<file path="config.mk">
export PLATFORM = sky130hd
export DESIGN_NAME = mc_controller
export DESIGN_NICKNAME = d
export VERILOG_FILES = /design/src/rtl/mc_controller.sv
export SDC_FILE = /design/constraint.sdc
export NUM_CORES = 1
export LEC_CHECK = 0
export BUFFER_PORTS_ARGS = -buffer_cell sky130_fd_sc_hd__buf_2
export CORE_MARGIN = 3
export CORE_UTILIZATION = 41
export DETAILED_ROUTE_END_ITERATION = 10
export PLACE_DENSITY = 0.76
export REMOVE_ABC_BUFFERS = 1
export SLEW_MARGIN = 0
export SYNTH_ARGS = -nofsm -noshare
export SYNTH_HDL_FRONTEND = slang
export SYNTH_SLANG_ARGS = --single-unit
</file>
<file path="constraint.sdc">
create_clock -name clk -period 1.85 [get_ports clk]
set_input_delay 0.185 -clock clk [delete_from_list [all_inputs] [get_ports clk]]
set_output_delay 0.185 -clock clk [all_outputs]
set_load 0.02 [all_outputs]
</file>
<file path="src/rtl/mc_controller.sv">
// Multicycle MIPS control unit: Moore FSM sequencing fetch/decode/execute/memory/writeback,
// with an optional memory ready handshake, wait timeout and illegal-instruction detection.
module mc_controller #(
  parameter bit          MEM_HANDSHAKE = 1'b1,
  parameter int unsigned MAX_WAIT      = 16,
  parameter int unsigned CNT_W         = 5
) (
  input  logic       clk,
  input  logic       reset_n,
  input  logic [5:0] op,
  input  logic [5:0] funct,
  input  logic       zero,
  input  logic       mem_ready,
  output logic       iord,
  output logic       memwrite,
  output logic       irwrite,
  output logic       regdst,
  output logic       memtoreg,
  output logic       regwrite,
  output logic       alusrca,
  output logic [1:0] alusrcb,
  output logic [1:0] pcsrc,
  output logic       pcen,
  output logic [3:0] alucontrol,
  output logic [1:0] immtype,
  output logic       illegal,
  output logic       mem_timeout,
  output logic [3:0] state
);

  typedef enum logic [3:0] {
    S_FETCH   = 4'd0,
    S_DECODE  = 4'd1,
    S_MEMADR  = 4'd2,
    S_MEMRD   = 4'd3,
    S_MEMWB   = 4'd4,
    S_MEMWR   = 4'd5,
    S_EXEC    = 4'd6,
    S_ALUWB   = 4'd7,
    S_BRANCH  = 4'd8,
    S_IMMEX   = 4'd9,
    S_IMMWB   = 4'd10,
    S_JUMP    = 4'd11,
    S_ILLEGAL = 4'd12
  } state_t;

  localparam logic [5:0] OP_RTYPE = 6'b000000;
  localparam logic [5:0] OP_J     = 6'b000010;
  localparam logic [5:0] OP_BEQ   = 6'b000100;
  localparam logic [5:0] OP_BNE   = 6'b000101;
  localparam logic [5:0] OP_ADDI  = 6'b001000;
  localparam logic [5:0] OP_ORI   = 6'b001101;
  localparam logic [5:0] OP_LUI   = 6'b001111;
  localparam logic [5:0] OP_LW    = 6'b100011;
  localparam logic [5:0] OP_SW    = 6'b101011;

  localparam logic [3:0] ALU_ADD = 4'b0010;
  localparam logic [3:0] ALU_SUB = 4'b0110;
  localparam logic [3:0] ALU_AND = 4'b0000;
  localparam logic [3:0] ALU_OR  = 4'b0001;
  localparam logic [3:0] ALU_SLT = 4'b0111;

  localparam logic [1:0] IMM_SIGN  = 2'b00;
  localparam logic [1:0] IMM_ZERO  = 2'b01;
  localparam logic [1:0] IMM_UPPER = 2'b10;

  state_t           cur_state;
  logic [CNT_W-1:0] wait_cnt;
  logic             ready;
  logic             mem_state;
  logic             timeout;
  logic             funct_ok;
  logic [3:0]       funct_alu;
  logic [3:0]       imm_alu;
  logic [1:0]       imm_ext;

  assign ready = MEM_HANDSHAKE ? mem_ready : 1'b1;
  assign state = cur_state;

  // A stalled memory state expires on its MAX_WAIT-th cycle; a ready access always wins.
  always_comb begin
    mem_state = (cur_state == S_FETCH) || (cur_state == S_MEMRD) || (cur_state == S_MEMWR);
    timeout   = mem_state && !ready && (MAX_WAIT != 0) &&
                (wait_cnt == CNT_W'(MAX_WAIT - 1));
  end

  // R-type function decode
  always_comb begin
    funct_ok  = 1'b1;
    funct_alu = ALU_ADD;
    case (funct)
      6'b100000: funct_alu = ALU_ADD;
      6'b100010: funct_alu = ALU_SUB;
      6'b100100: funct_alu = ALU_AND;
      6'b100101: funct_alu = ALU_OR;
      6'b101010: funct_alu = ALU_SLT;
      default:   funct_ok  = 1'b0;
    endcase
  end

  // Immediate-class ALU op and extension; shared by IMMEX and IMMWB
  always_comb begin
    imm_alu = ALU_ADD;
    imm_ext = IMM_SIGN;
    if (op == OP_ORI) begin
      imm_alu = ALU_OR;
      imm_ext = IMM_ZERO;
    end else if (op == OP_LUI) begin
      imm_alu = ALU_OR;
      imm_ext = IMM_UPPER;
    end
  end

  // State register, next-state logic and wait counter
  always_ff @(posedge clk) begin
    if (!reset_n) begin
      cur_state <= S_FETCH;
      wait_cnt  <= '0;
    end else if (timeout) begin
      cur_state <= S_FETCH;
      wait_cnt  <= '0;
    end else begin
      // A stalled memory state keeps its state, so counting here never spans a state change.
      wait_cnt <= (mem_state && !ready) ? wait_cnt + CNT_W'(1) : '0;
      case (cur_state)
        S_FETCH:  if (ready) cur_state <= S_DECODE;
        S_DECODE: begin
          case (op)
            OP_LW, OP_SW:            cur_state <= S_MEMADR;
            OP_RTYPE:                cur_state <= funct_ok ? S_EXEC : S_ILLEGAL;
            OP_BEQ, OP_BNE:          cur_state <= S_BRANCH;
            OP_ADDI, OP_ORI, OP_LUI: cur_state <= S_IMMEX;
            OP_J:                    cur_state <= S_JUMP;
            default:                 cur_state <= S_ILLEGAL;
          endcase
        end
        S_MEMADR: begin
          if (op == OP_LW)      cur_state <= S_MEMRD;
          else if (op == OP_SW) cur_state <= S_MEMWR;
          else                  cur_state <= S_FETCH;
        end
        S_MEMRD:  if (ready) cur_state <= S_MEMWB;
        S_MEMWR:  if (ready) cur_state <= S_FETCH;
        S_EXEC:   cur_state <= S_ALUWB;
        S_IMMEX:  cur_state <= S_IMMWB;
        default:  cur_state <= S_FETCH;
      endcase
    end
  end

  // Output decode from the current state; unlisted outputs stay at their defaults
  always_comb begin
    iord        = 1'b0;
    memwrite    = 1'b0;
    irwrite     = 1'b0;
    regdst      = 1'b0;
    memtoreg    = 1'b0;
    regwrite    = 1'b0;
    alusrca     = 1'b0;
    alusrcb     = 2'b00;
    pcsrc       = 2'b00;
    pcen        = 1'b0;
    alucontrol  = ALU_ADD;
    immtype     = IMM_SIGN;
    illegal     = 1'b0;
    mem_timeout = timeout;
    case (cur_state)
      S_FETCH: begin
        alusrcb = 2'b01;
        irwrite = ready;
        pcen    = ready;
      end
      S_DECODE: alusrcb = 2'b11;
      S_MEMADR: begin
        alusrca = 1'b1;
        alusrcb = 2'b10;
      end
      S_MEMRD: iord = 1'b1;
      S_MEMWB: begin
        memtoreg = 1'b1;
        regwrite = 1'b1;
      end
      S_MEMWR: begin
        iord     = 1'b1;
        memwrite = !timeout;
      end
      S_EXEC: begin
        alusrca    = 1'b1;
        alucontrol = funct_alu;
      end
      S_ALUWB: begin
        regdst   = 1'b1;
        regwrite = 1'b1;
      end
      S_BRANCH: begin
        alusrca    = 1'b1;
        alucontrol = ALU_SUB;
        pcsrc      = 2'b01;
        pcen       = (op == OP_BEQ) ? zero : !zero;
      end
      S_IMMEX: begin
        alusrca    = 1'b1;
        alusrcb    = 2'b10;
        alucontrol = imm_alu;
        immtype    = imm_ext;
      end
      S_IMMWB: begin
        regwrite   = 1'b1;
        alucontrol = imm_alu;
        immtype    = imm_ext;
      end
      S_JUMP: begin
        pcsrc = 2'b10;
        pcen  = 1'b1;
      end
      S_ILLEGAL: illegal = 1'b1;
      default: ;
    endcase
  end

endmodule

</file>
# Word level (Yosys, flattened, before mapping)

Index checks and enable logic that the tools add are counted.
Widths: inputs -> output; s select.

Word-level logic and storage cells: 83
Register bits: 9
Bits of input ports: 16
Output and inout port bits: 24

Mux-type cells: 28
Eq/ne operators: 29
$add $sub $neg: 1
Reduce and logical (&&, ||, !) cells: 21
Bitwise gates (word level): 2

Operator list:

| operator            | count |
|---|---|
| $eq 6x6->1 const B  | 7 |
| $pmux 4 s7          | 1 |
| $eq 4x4->1 const B  | 5 |
| $pmux 4 s5          | 1 |
| $eq 6x4->1 const B  | 3 |
| $eq 4x3->1 const B  | 4 |
| $mux 4              | 4 |
| $eq 6x3->1 const B  | 2 |
| $pmux 3 s4          | 1 |
| $reduce_or 2->1     | 6 |
| $mux 1              | 10 |
| $mux 2              | 5 |
| $pmux 3 s3          | 1 |
| $reduce_or 3->1     | 3 |
| $eq 4x2->1 const B  | 2 |
| $eq 6x2->1 const B  | 1 |
| $logic_not 6->1     | 1 |
| $mux 3              | 2 |
| $ne 2x2->1 const B  | 3 |
| $pmux 2 s3          | 1 |
| $add 5x1->5 const B | 1 |
| $eq 5x4->1 const B  | 1 |
| $reduce_or 5->1     | 1 |
| $eq 4x1->1 const B  | 1 |
| other kinds (9)     | 14 |

# Depth between registers and ports, before layout

Gate-level depths: netlist of the first run.

Word-level depth: 7
Gate-level depth with buffers: 7
Mapped depth without buffers: 7

# Least setup slack after synthesis of the first run

OpenSTA, ideal clock, no wires.

Kind: reg2out
Start point: register cur_state[2] (netlist: state[2])
End point: output port alucontrol[2]
Data required time: 1.665 ns
Buffers on the path: 1
Stages on the path, launching flop included: 5
Data arrival time: 1.711 ns
Slack: -0.046 ns
Path through: dfxtp_1 -> buf_4 -> nand2b_1 -> or4b_4 -> o41ai_2

Cells in the longest elaborated chain, start to end: 3
Elaborated cells between the ends (all ways): 6
Classes of those cells: eq/ne: 4; mux: 1; reduce/logical: 1

RTL lines:

| what                      | line | text |
|---|---|---|
| start: declaration        | 67   | `state_t cur_state;` |
| start signal: assignment  | 130  | `OP_RTYPE: cur_state <= funct_ok ? S_EXEC : S_ILLEGAL;` |
| $eq 4x4->1                | 167  | `case (cur_state)` |
| $reduce_or 2->1 (no line) | n/a  |  |
| $pmux 3 s3 *              | 167  |  |
| end: declaration          | 24   | `output logic [3:0] alucontrol,` |

Mark *: on every way between the ends. The rest lies on a longest branch, timed or not.

# Final worst setup path of the first run

Start point: register cur_state[0] (netlist: state[0])
End point: output port alucontrol[2]

Same word-level chain as after synthesis.

==> results, run 1 <==
- The leakage power total is about 0.56 nW.
- The most used flip-flop cell after synthesis is dfxtp_1.
- Routability-driven placement finished with a final weighted congestion of 0.868.
- The remaining antenna violation count after routing is 0.
- The area of the core is 2040 um2.
- The time the final worst path needs with I/O delays and setup is 1850 ps.
- The clock reaches the later pin of the worst-skew pair after between 200 and 300 ps.
- The count of mapped cells out of synthesis is 132.
- The post-route worst hold slack is 323 ps.
- From synthesis to final layout, the design area changed by 31.6%.
- Before antenna repair, the detailed router went through 4 iterations.
- Summed over all nets, the half-perimeter wirelength after detailed placement is 2030 um.
- The number of antenna diodes in the final layout is 0.
- The proportion of register bits with asynchronous set or reset after synthesis is 0%.
- The cell type with the largest total area after synthesis is dfxtp_1.
- Setup repair after global routing could not meet its margin everywhere.
- TritonCTS built the clock tree.
- The global route total overflow is 0.
- The overall via count from detail_route is about 1100.
- In this run the clock root is driven by a clkbuf_4.
- The number of warnings issued by yosys is 0.
- For the worst setup path, the data arrival time is 1670 ps.
- The first global-routing pass estimated 4190 um of wire.
- Of all nets on the critical path, the largest fanout is 4.
- Entering global routing, the biggest net connects 18 pins.
- At the worst endpoint, the required time is approximately 1700 ps.
- The routed length per placed instance is 13.7 um.
- The number of different library cells used by synthesis comes to 47.
- The clock arrives with 4.11 ps of skew.
- The type of the setup path with the least slack is register to primary output.
- The number of global-route vias before repair came to 978.
- The average instance area after synthesis is 7.02 um2.
- Counting instances in the post-synthesis netlist gives the leading cell types as 19 x nor2_1, 9 x dfxtp_1, 8 x inv_1.
- In this run, synthesis inferred 0 flip-flops with an integrated enable.
- After global routing, the most crowded layer is met2.
- The detailed router's first-iteration violation count is 31.
- In this run the deepest clock path goes through 2 buffers.
- The reported max-cap violation count is 0.
- The overall routed net length is about 2700 um.
- In this run the power density over the cells is 889 nW/um2.
- Dividing the final minimum period by the clock period gives 100%.
- The initial antenna violation count is 0.
- The cell count after placement is about 190.
- The H-tree level count is 1.
- The chip width is 53.6 um.
- The floorplan step defined a die boundary enclosing 2870 um2.
- The clock-pin transition on the worst setup and hold timing paths is roughly 60 ps.
- The max-slew violation total from the final report is 0.
- The most common cell in the synthesized netlist is nor2_1.
- The run finished, with violations left.
- The buffers inserted during post-CTS setup optimization is 0.
- The maximum operating frequency is 0.540 GHz.
- The final reports fail on setup timing.
- The worst supply voltage drop on vdd is 0.418 mV.
- After detailed routing, the number of remaining DRC violations is 0.
- After synthesis, flip-flops and latches occupy 19.4% of the total area.
- The synthesized netlist occupies a cell area of 927 um2.
- The final-report setup violation count is 1.
- The die is 53.6 um tall.
- The share of Yosys cell area claimed by the top area cell type is 19.4%.
- STA classifies the critical path endpoint as a primary output.
- The setup slack after layout is -3.19 ps.
- The global routing usage on met1 is 23.7%.
- The number of buffers added by the clock tree synthesis step is 3.
- The floorplan has 16 rows.
- For this run, global-route usage on met3 was measured as 2.49%.
- For this design, the CTS-stage hold fixing added 0 buffers.
- The count of fill cells added during filler insertion is 192.
- The total I/O pin count is 40.
- The count of buffers from port buffering is 38.
- The average vias per placed instance is roughly 5.8.
- Counting flops and latches in the post-synthesis netlist gives 9.
- The worst min-delay path class is input pin to register.
- The effective utilization at floorplan is between 40% and 50%.
- The met2 global-route usage is 34.5%.
- The ratio of cells with drive above 1 in the final layout is 36.7%.
- Yosys attributes the largest share of cell area to dfxtp_1 19%, nor2_1 7.7%, a21oi_1 3.2%.
- In the global route stage, overall resource usage came out at a little under a fifth.
- The count of non-filler cells in the finished layout is about 200.
- The final layout contains 188 nets.
- The hold violation count in the final report was 0.
- The clock sink count is 9.
- The critical path startpoint category is a register.
## placed cells by master (no fill, tap or decap), types with 2 or more instances in the layout
| master | count |
|---|---|
| dfxtp_1 | 7 |
| buf_4 | 8 |
| ha_1 | 2 |
| nor2b_1 | 2 |
| nand4_1 | 2 |
| xnor2_1 | 3 |
| and3_1 | 2 |
| o22ai_1 | 3 |
| a21oi_1 | 6 |
| o31ai_1 | 3 |
| o211ai_1 | 4 |
| nand4b_1 | 2 |
| and2_1 | 2 |
| nand3_1 | 2 |
| nor4_1 | 3 |
| clkbuf_4 | 3 |
| a31oi_1 | 4 |
| inv_1 | 8 |
| o21ai_0 | 5 |
| buf_2 | 35 |
| nand2b_4 | 2 |
| nor3_1 | 5 |
| nor2_1 | 18 |
| nand2_1 | 6 |
## final cells by class
cell class | count | area [um2] | share of cell area, %
Clock buffer | 4 | 26.3 | 2.15
Sequential cell | 9 | 185 | 15.2
Timing Repair Buffer | 44 | 246 | 20.2
Multi-Input combinational cell | 103 | 694 | 56.9
Inverter | 9 | 33.8 | 2.77
Tap cell | 27 | 33.8 | 2.77
## timing repair
item | 4_1_cts | 5_1_grt
endpoints found under the hold margin | 0 | 0
cloned | 0 | 0
setup endpoints to repair | 5 | 11
resized for setup | 7 | 9
## critical path, stage by stage, from the launching register on
cell      delay, ps
dfxtp_2         330
nand2b_4        150
or4b_4          540
o41ai_2         210
buf_4           190
## through the flow
step / total power, mW / cell area [um2] / utilization, % / setup slack [ps] / TNS [ps]
after floorplan: 0.653 / 868 / - / -265 / -562
after global placement: 0.873 / 1140 / 55.7 / 137 / 0
after detailed placement: 0.884 / 1140 / 55.7 / 57.6 / 0
after CTS: 1.05 / 1190 / 58.1 / 0.132 / 0
after global routing: 1.16 / 1220 / 59.7 / -86.9 / -108
final: 1.08 / 1220 / 59.7 / -3.19 / -3.19
## final timing paths
check         startpoint             to  slack [ps]  cells after the start
min              reset_n       state[3]         320                      3
max             state[0]  alucontrol[2]          -3                      4
max reg2reg  wait_cnt[0]       state[1]         120                      7
min reg2reg  wait_cnt[0]    wait_cnt[0]         450                      1
## per-layer routing
layer  vias up  part of all wire (%)
li1        554                     -
met1       530                    43
met2        49                    51
met3         2                   5.1
met4         0                  0.71
met5         -                     0
## power by group
group	switching (mW)	total (mW)	internal, mW
Combinational	0.426	0.686	0.259
Clock	0.0654	0.148	0.0829
Sequential	0.0270	0.251	0.224
## flip-flops by register name, summed over array words and instances (netlist names)
register / cells
wait_cnt: 5
state: 4
## cell families after synthesis
family | share of synthesized area (%)
simple gates | 33.1
compound gates | 27.8
mux | 1.08
fa+ha+maj | 2.70
other cells | 0.404
xor+xnor | 5.53
flops | 19.4
buf+inv | 9.99
No activity file was read; power rests on OpenSTA's default activity.
==> run 2: changes to the inputs <==
- CORE_MARGIN: 3 -> 10
==> results, run 2 (synthesis gave the netlist of run 1 again) <==
- The run finished, with violations left.
- The checks that failed: setup timing.
- The critical path is of the register to primary output type.
- Final hold analysis gives a worst-case slack of 318 ps.
- Data on the critical path arrives at its endpoint at 1680 ps.
- The final routed DRC violation total is 0.
- Once layout is complete, the utilization of the core stands at between 60% and 70%.
- The clock sink count is 9.
- CTS built an H-tree with a depth of 1.
- The post-layout instance area is 1390 um2.
- For this block, the initial DRC count from the detailed router was 59.
- In this run switching power makes up 46.1% of total power.
- The total die area is 4560 um2.
- The hold violation count in the final report is 0.
- In the finished design, the share of the clock period the worst path needs comes to 101%.
- The total I/O pin count is 40.
- After the last flow step, the layout net total stands at 201.
- The routed layout has 1179 vias.
- Global routing finished with a remaining overflow of 0.
- In this run the power density over the cells is 874 nW/um2.
- STA puts the critical path data required time at 1660 ps.
- The reported max-cap violation count is 0.
- In this run, CTS created clock tree buffers numbering 3.
- The top cell types in the final layout, fill and taps aside, are 34 x buf_2, 18 x nor2_1, 18 x buf_4.
- The final-report setup violation count is 1.
- The worst min-delay path class is input pin to register.
- For this block, the routed nets add up to 3170 um of wire.
- The clock tree from TritonCTS is done.
- The portion of total power attributed to sequential cells is 21.0%.
- Summed over all nets, the switching power comes to 0.561 mW.
- Per report_power, the clock group accounts for 12.7% of the total.
- The cell internal power dissipation is around 0.66 mW.
- The effective utilization at floorplan is 42.3%.
- The placed instances occupy a cell area of approximately 1100 um2.
- The worst setup path is captured at a primary output.
- The clock latency of the later-clocked register in the worst-skew pair is 270 ps.
- The initial antenna violation count was 0.
- Buffers placed on the I/O ports in this run total 38.
- Entering global routing, the biggest net connects 18 pins.
- The total power of the final layout is between 1 and 1.5 mW.
- In the final layout, the share of cells above drive strength 1 is 44.0%.
- 0 antenna diodes ended up in the layout.
- From synthesis to final layout, the design area changed by 50.2%.
- The clock-pin transition on the worst setup and hold timing paths is around 60 ps.
- The average vias per placed instance is 5.61.
- Counting along the longest clock path gives a buffer depth of 2.
- The combinational share of power is 66.3%.
- The combined area of the multi-input logic cells is 743 um2.
- The clock root buffer is clkbuf_4.
- For this run, the top clock speed supported by timing is 0.535 GHz.
- The HPWL after detailed placement is ~2300 um.
- The leakage power total is around 0.63 nW.
- Across the VDD grid, the largest voltage drop is 0.591 mV.
- The register with the most flip-flops in the layout has 5 of them.
- Clock skew on the completed layout was measured at 6.99 ps.
- Setup repair after global routing could not meet its margin everywhere.
- Fill cells in the final layout number 194.
- In the global route stage, overall resource usage came out at 13.1%.
- The area taken by flip-flops and latches is 189 um2.
- In this run the standard cell core region covers 2190 um2.
- In this run the worst path has a maximum fanout of 3.
- The most common cell after layout, fill and taps aside is buf_2.
- wait_cnt holds more flip-flops than any other register.
- At the end of routability-driven placement, the weighted congestion stood at 0.917.
- The max-slew violation total from the final report was 0.
- The first global-routing pass estimated approximately 4900 um of wire.
- After detailed routing, the average wire length per cell comes to roughly 15 um.
- The initialized floorplan defines 17 standard-cell rows.
- Counting I/O delays and the setup requirement, the final critical path takes 1870 ps.
- Once routing completed, OpenROAD measured the worst setup slack at -17.6 ps.
- The first detailed-routing pass took 4 iterations.
- In this run the vertical extent of the chip is 67.6 um.
- In this run the remaining antenna-violating nets after routing total 0.
- The critical path startpoint category is a register.
- The die is 67.6 um wide.
- The number of global-route vias before repair is roughly 1100.
==> run 2: cell count changes in the layout (fill, tap and decap cells not counted), moves of 2 or more <==
cell,previous run,this run
ha_4,0,2
buf_6,1,4
dfxtp_2,1,4
dfxtp_1,7,4
ha_1,2,0
buf_4,8,18
==> run 2: layer usage <==
layer	global-route usage, %	routed length (um)
met5	0	0
met3	3.80	253
met1	14.7	1280
met4	4.36	59
met2	23.1	1570
==> run 2: path summary, 6_finish.rpt <==
check / start / end / slack (ps) / cells after the start
setup / recovery: state[0] / alucontrol[2] / -20 / 4
hold / removal: reset_n / state[3] / 320 / 3
setup reg to reg: wait_cnt[1] / state[1] / 90 / 8
hold reg to reg: wait_cnt[3] / wait_cnt[3] / 530 / 2
==> run 2: final cells by class <==
class | count | share of cell area (%)
Tap cell | 28 | 2.52
Multi-Input combinational cell | 103 | 53.4
Timing Repair Buffer | 57 | 26.2
Clock buffer | 4 | 1.89
Sequential cell | 9 | 13.6
Inverter | 9 | 2.43
==> run 2: critical path, stage by stage (launching register included) <==
cell and delay (ps):
dfxtp_2 330, nand2b_4 140, or4b_4 530, o41ai_2 210
buf_4 190
==> run 2: stage by stage <==
step	instances	setup TNS (ps)	setup slack, ps
floorplan	121	-562	-265
global placement	193	0	118
detailed placement	193	0	67.3
CTS	197	-17.4	-17.4
global route	210	-162	-62.3
finish	210	-17.6	-17.6
==> run 2: power by group through the flow <==
stage | clock network (mW) | registers [mW] | logic (mW)
2_1_floorplan | 0 | 0.321 | 0.332
4_1_cts | 0.157 | 0.247 | 0.681
3_5_place_dp | 0 | 0.242 | 0.644
6_report | 0.154 | 0.255 | 0.808
5_1_grt | 0.171 | 0.259 | 0.874
3_3_place_gp | 0 | 0.241 | 0.638
==> run 2: timing repair <==
item	4_1_cts	5_1_grt
setup endpoints to repair	6	14
gates resized for setup	12	19
hold buffers	0	0
buffers inserted	0	13
pin swaps	2	6
==> run 3: changes to the inputs <==
- MAX_ROUTING_LAYER: not set -> met4
==> results, run 3 (synthesis gave the netlist of run 1 again) <==
- The most common cell after layout, fill and taps aside is buf_2.
- The hold violation count in the final report is 0.
- The number of inserted diodes is 0.
- The count of buffers from port buffering is 38.
- The ratio of cells with drive above 1 in the final layout is 38.7%.
- The clock skew after layout is 2.20 ps.
- Subtracting the final worst setup slack from the clock period gives 1850 ps.
- The reported max-cap violation count is 0.
- Clock tree synthesis found a total of 9 sinks.
- The required arrival time at the worst endpoint is between 1500 and 2000 ps.
- The floorplan step set the die width to a little under 70 um.
- The overall via count from detail_route is 1118.
- In this run, post-CTS hold repair placed 0 buffers.
- The endpoint identified for the worst register-to-register timing path is state[0].
- The utilization after layout is between 50% and 60%.
- The total power density per cell area is 889 nW/um2.
- The worst register-to-register path begins at wait_cnt[0].
- The area of the core is 2190 um2.
- The final-report setup violation count is 0.
- The total die area is 4560 um2.
- The clock root buffer is clkbuf_4.
- The type of the setup path with the least slack is register to primary output.
- The worst supply voltage drop on vdd is between 0.6 and 0.7 mV.
- The capturing element type of the critical path is a primary output.
- The register with the most flip-flops in the layout has 5 of them.
- The maximum operating frequency is 0.541 GHz.
- The number of global-route vias before repair is 1079.
- In this run the number of cells on the critical path is 4.
- The flow ran to the end, and the final reports show no timing, DRC or antenna violations.
- The estimated wirelength of the detail-placed design is about 2300 um.
- After clock tree synthesis, the clock-pin slew on the worst setup and hold paths is 60 ps.
- The ratio of final minimum period to clock period is approximately 100%.
- The critical path starts at state[0].
- The maximum net fanout on the critical path is 3.
- The capture point of the critical path is alucontrol[2].
- The count of non-filler cells in the finished layout is 201.
- In this run, placement finished with an instance count of slightly below 200.
- The share of total power dissipated in the clock network is 13.6%.
- For this run, the post-layout net count is 192.
- No sink is reached through more buffers than the 2 on the longest clock path.
- After the first detailed-routing iteration, the DRC count stood at 16.
- The top cell types in the final layout, fill and taps aside, are 34 x buf_2, 19 x nor2_1, 11 x buf_4.
- The global route total overflow is 0.
- For this design the total switching power over the nets is 0.532 mW.
- The effective utilization at floorplan is 42.3%.
- Relative to the synthesized area, the layout overhead comes to 37.1%.
- The clock latency of the later-clocked register in the worst-skew pair is 270 ps.
- The critical path goes through nand2b_4 -> or4b_4 -> o41ai_2 -> buf_4.
- The register-to-register setup slack is around 140 ps.
- More flip-flops sit in one register than any other, and that register is wait_cnt.
- The setup slack after layout is 2.10 ps.
- During I/O placement, the number of pins put on the boundary was 40.
- The combined buffer and inverter count along the critical path is 1.
- The routed length per placed instance is 14.6 um.
- The average vias per placed instance is 5.56.
- The number of cell instances on the worst register-to-register path is 6.
- In the global route stage, overall resource usage came out at between 10% and 20%.
- The number of clock buffers added by TritonCTS is 3.
- The number of cell rows is 17.
- The pre-CTS setup slack is 41.5 ps.
- In this run, flip-flops and latches consume about 22% of the power.
- Fill cells in the final layout number approximately 220.
- Setup repair after global routing could not meet its margin everywhere.
- The die height is 67.6 um.
- The first global-routing pass estimated 4690 um of wire.
- The data arrival time at the worst-slack endpoint is ~1700 ps.
- Entering global routing, the biggest net connects 18 pins.
- The analysis attributes to cell leakage a power of 0.581 nW.
- The internal power of the cells totals 0.599 mW.
- In this design, the largest share of critical-path delay is due to simple AND/OR/NAND/NOR gates.
- In the routed design, unresolved DRC markers number 0.
- Summed over all layers, the routed wires come to 2930 um.
- The initial antenna violation count was 0.
- Among all stages on the critical path, the largest delay is contributed by or4b_4.
- The max-slew violation total from the final report came to 0.
- The share of total power consumed by net switching is between 40 and 50%.
- The worst setup path is launched from a register.
- TritonCTS built the clock tree.
- Once detail routing completed, the nets flagged for antenna violations numbered 0.
- The detailed-router iteration count before antenna repair is 4.
- The stage delay of the slowest cell on the critical path is 540 ps.
- The combinational share of power is between 60% and 70%.
- The worst min-delay path class is input pin to register.
- The final weighted congestion of routability-driven global placement is 0.940.
- In this run the number of H-tree levels came out at 1.
run 3: final cells by class:
cell class | instances | area (um2) | share of cell area, %
Multi-Input combinational cell | 103 | 703 | 55.3
Timing Repair Buffer | 48 | 287 | 22.5
Inverter | 9 | 33.8 | 2.66
Tap cell | 28 | 35.0 | 2.76
Clock buffer | 4 | 26.3 | 2.07
Sequential cell | 9 | 186 | 14.7
run 3: metal layers:
layer  vias to the layer above  wire length (um)  GRT usage, %
li1                        558                 -             -
met1                       503              1290          15.0
met5                         -                 0             -
met2                        51              1440          22.5
met4                         0                50          3.85
met3                         6               156          2.15
run 3: through the flow:
stage | setup TNS (ps) | power (mW) | hold WS, ps | instance area (um2)
after detailed placement | 0 | 0.886 | 444 | 1140
after CTS | -11.5 | 1.10 | 296 | 1210
after global placement | 0 | 0.878 | 430 | 1140
after floorplan | -562 | 0.653 | 385 | 868
after global routing | -109 | 1.22 | 335 | 1270
final | 0 | 1.13 | 312 | 1270
run 3: power groups by stage:
| stage | Clock, mW | Combinational [mW] | Sequential [mW] |
|---|---|---|---|
| after floorplan | 0 | 0.332 | 0.321 |
| after global placement | 0 | 0.638 | 0.240 |
| after CTS | 0.161 | 0.691 | 0.244 |
| final | 0.154 | 0.730 | 0.246 |
| after global routing | 0.173 | 0.794 | 0.250 |
| after detailed placement | 0 | 0.646 | 0.240 |
run 3: worst min path at each step:
stage	start	endpoint	slack (ps)	depth (start not counted)
floorplan	op[4]	state[2]	380	2
global placement	wait_cnt[0]	wait_cnt[0]	430	1
detailed placement	wait_cnt[0]	wait_cnt[0]	440	1
CTS	reset_n	state[3]	300	3
global route	reset_n	state[3]	340	3
finish	reset_n	state[3]	310	3
run 3: tightest hold or removal path, cell delays in order:
cell and delay [ps]:
buf_2 120, nand3b_1 150, a211oi_1 70
run 3: timing repair:
action                                  4_1_cts  5_1_grt
buffers inserted                              0        4
pin swaps                                     2        3
gates cloned                                  0        0
gates resized for setup                      12        9
endpoints found under the setup margin        6       14
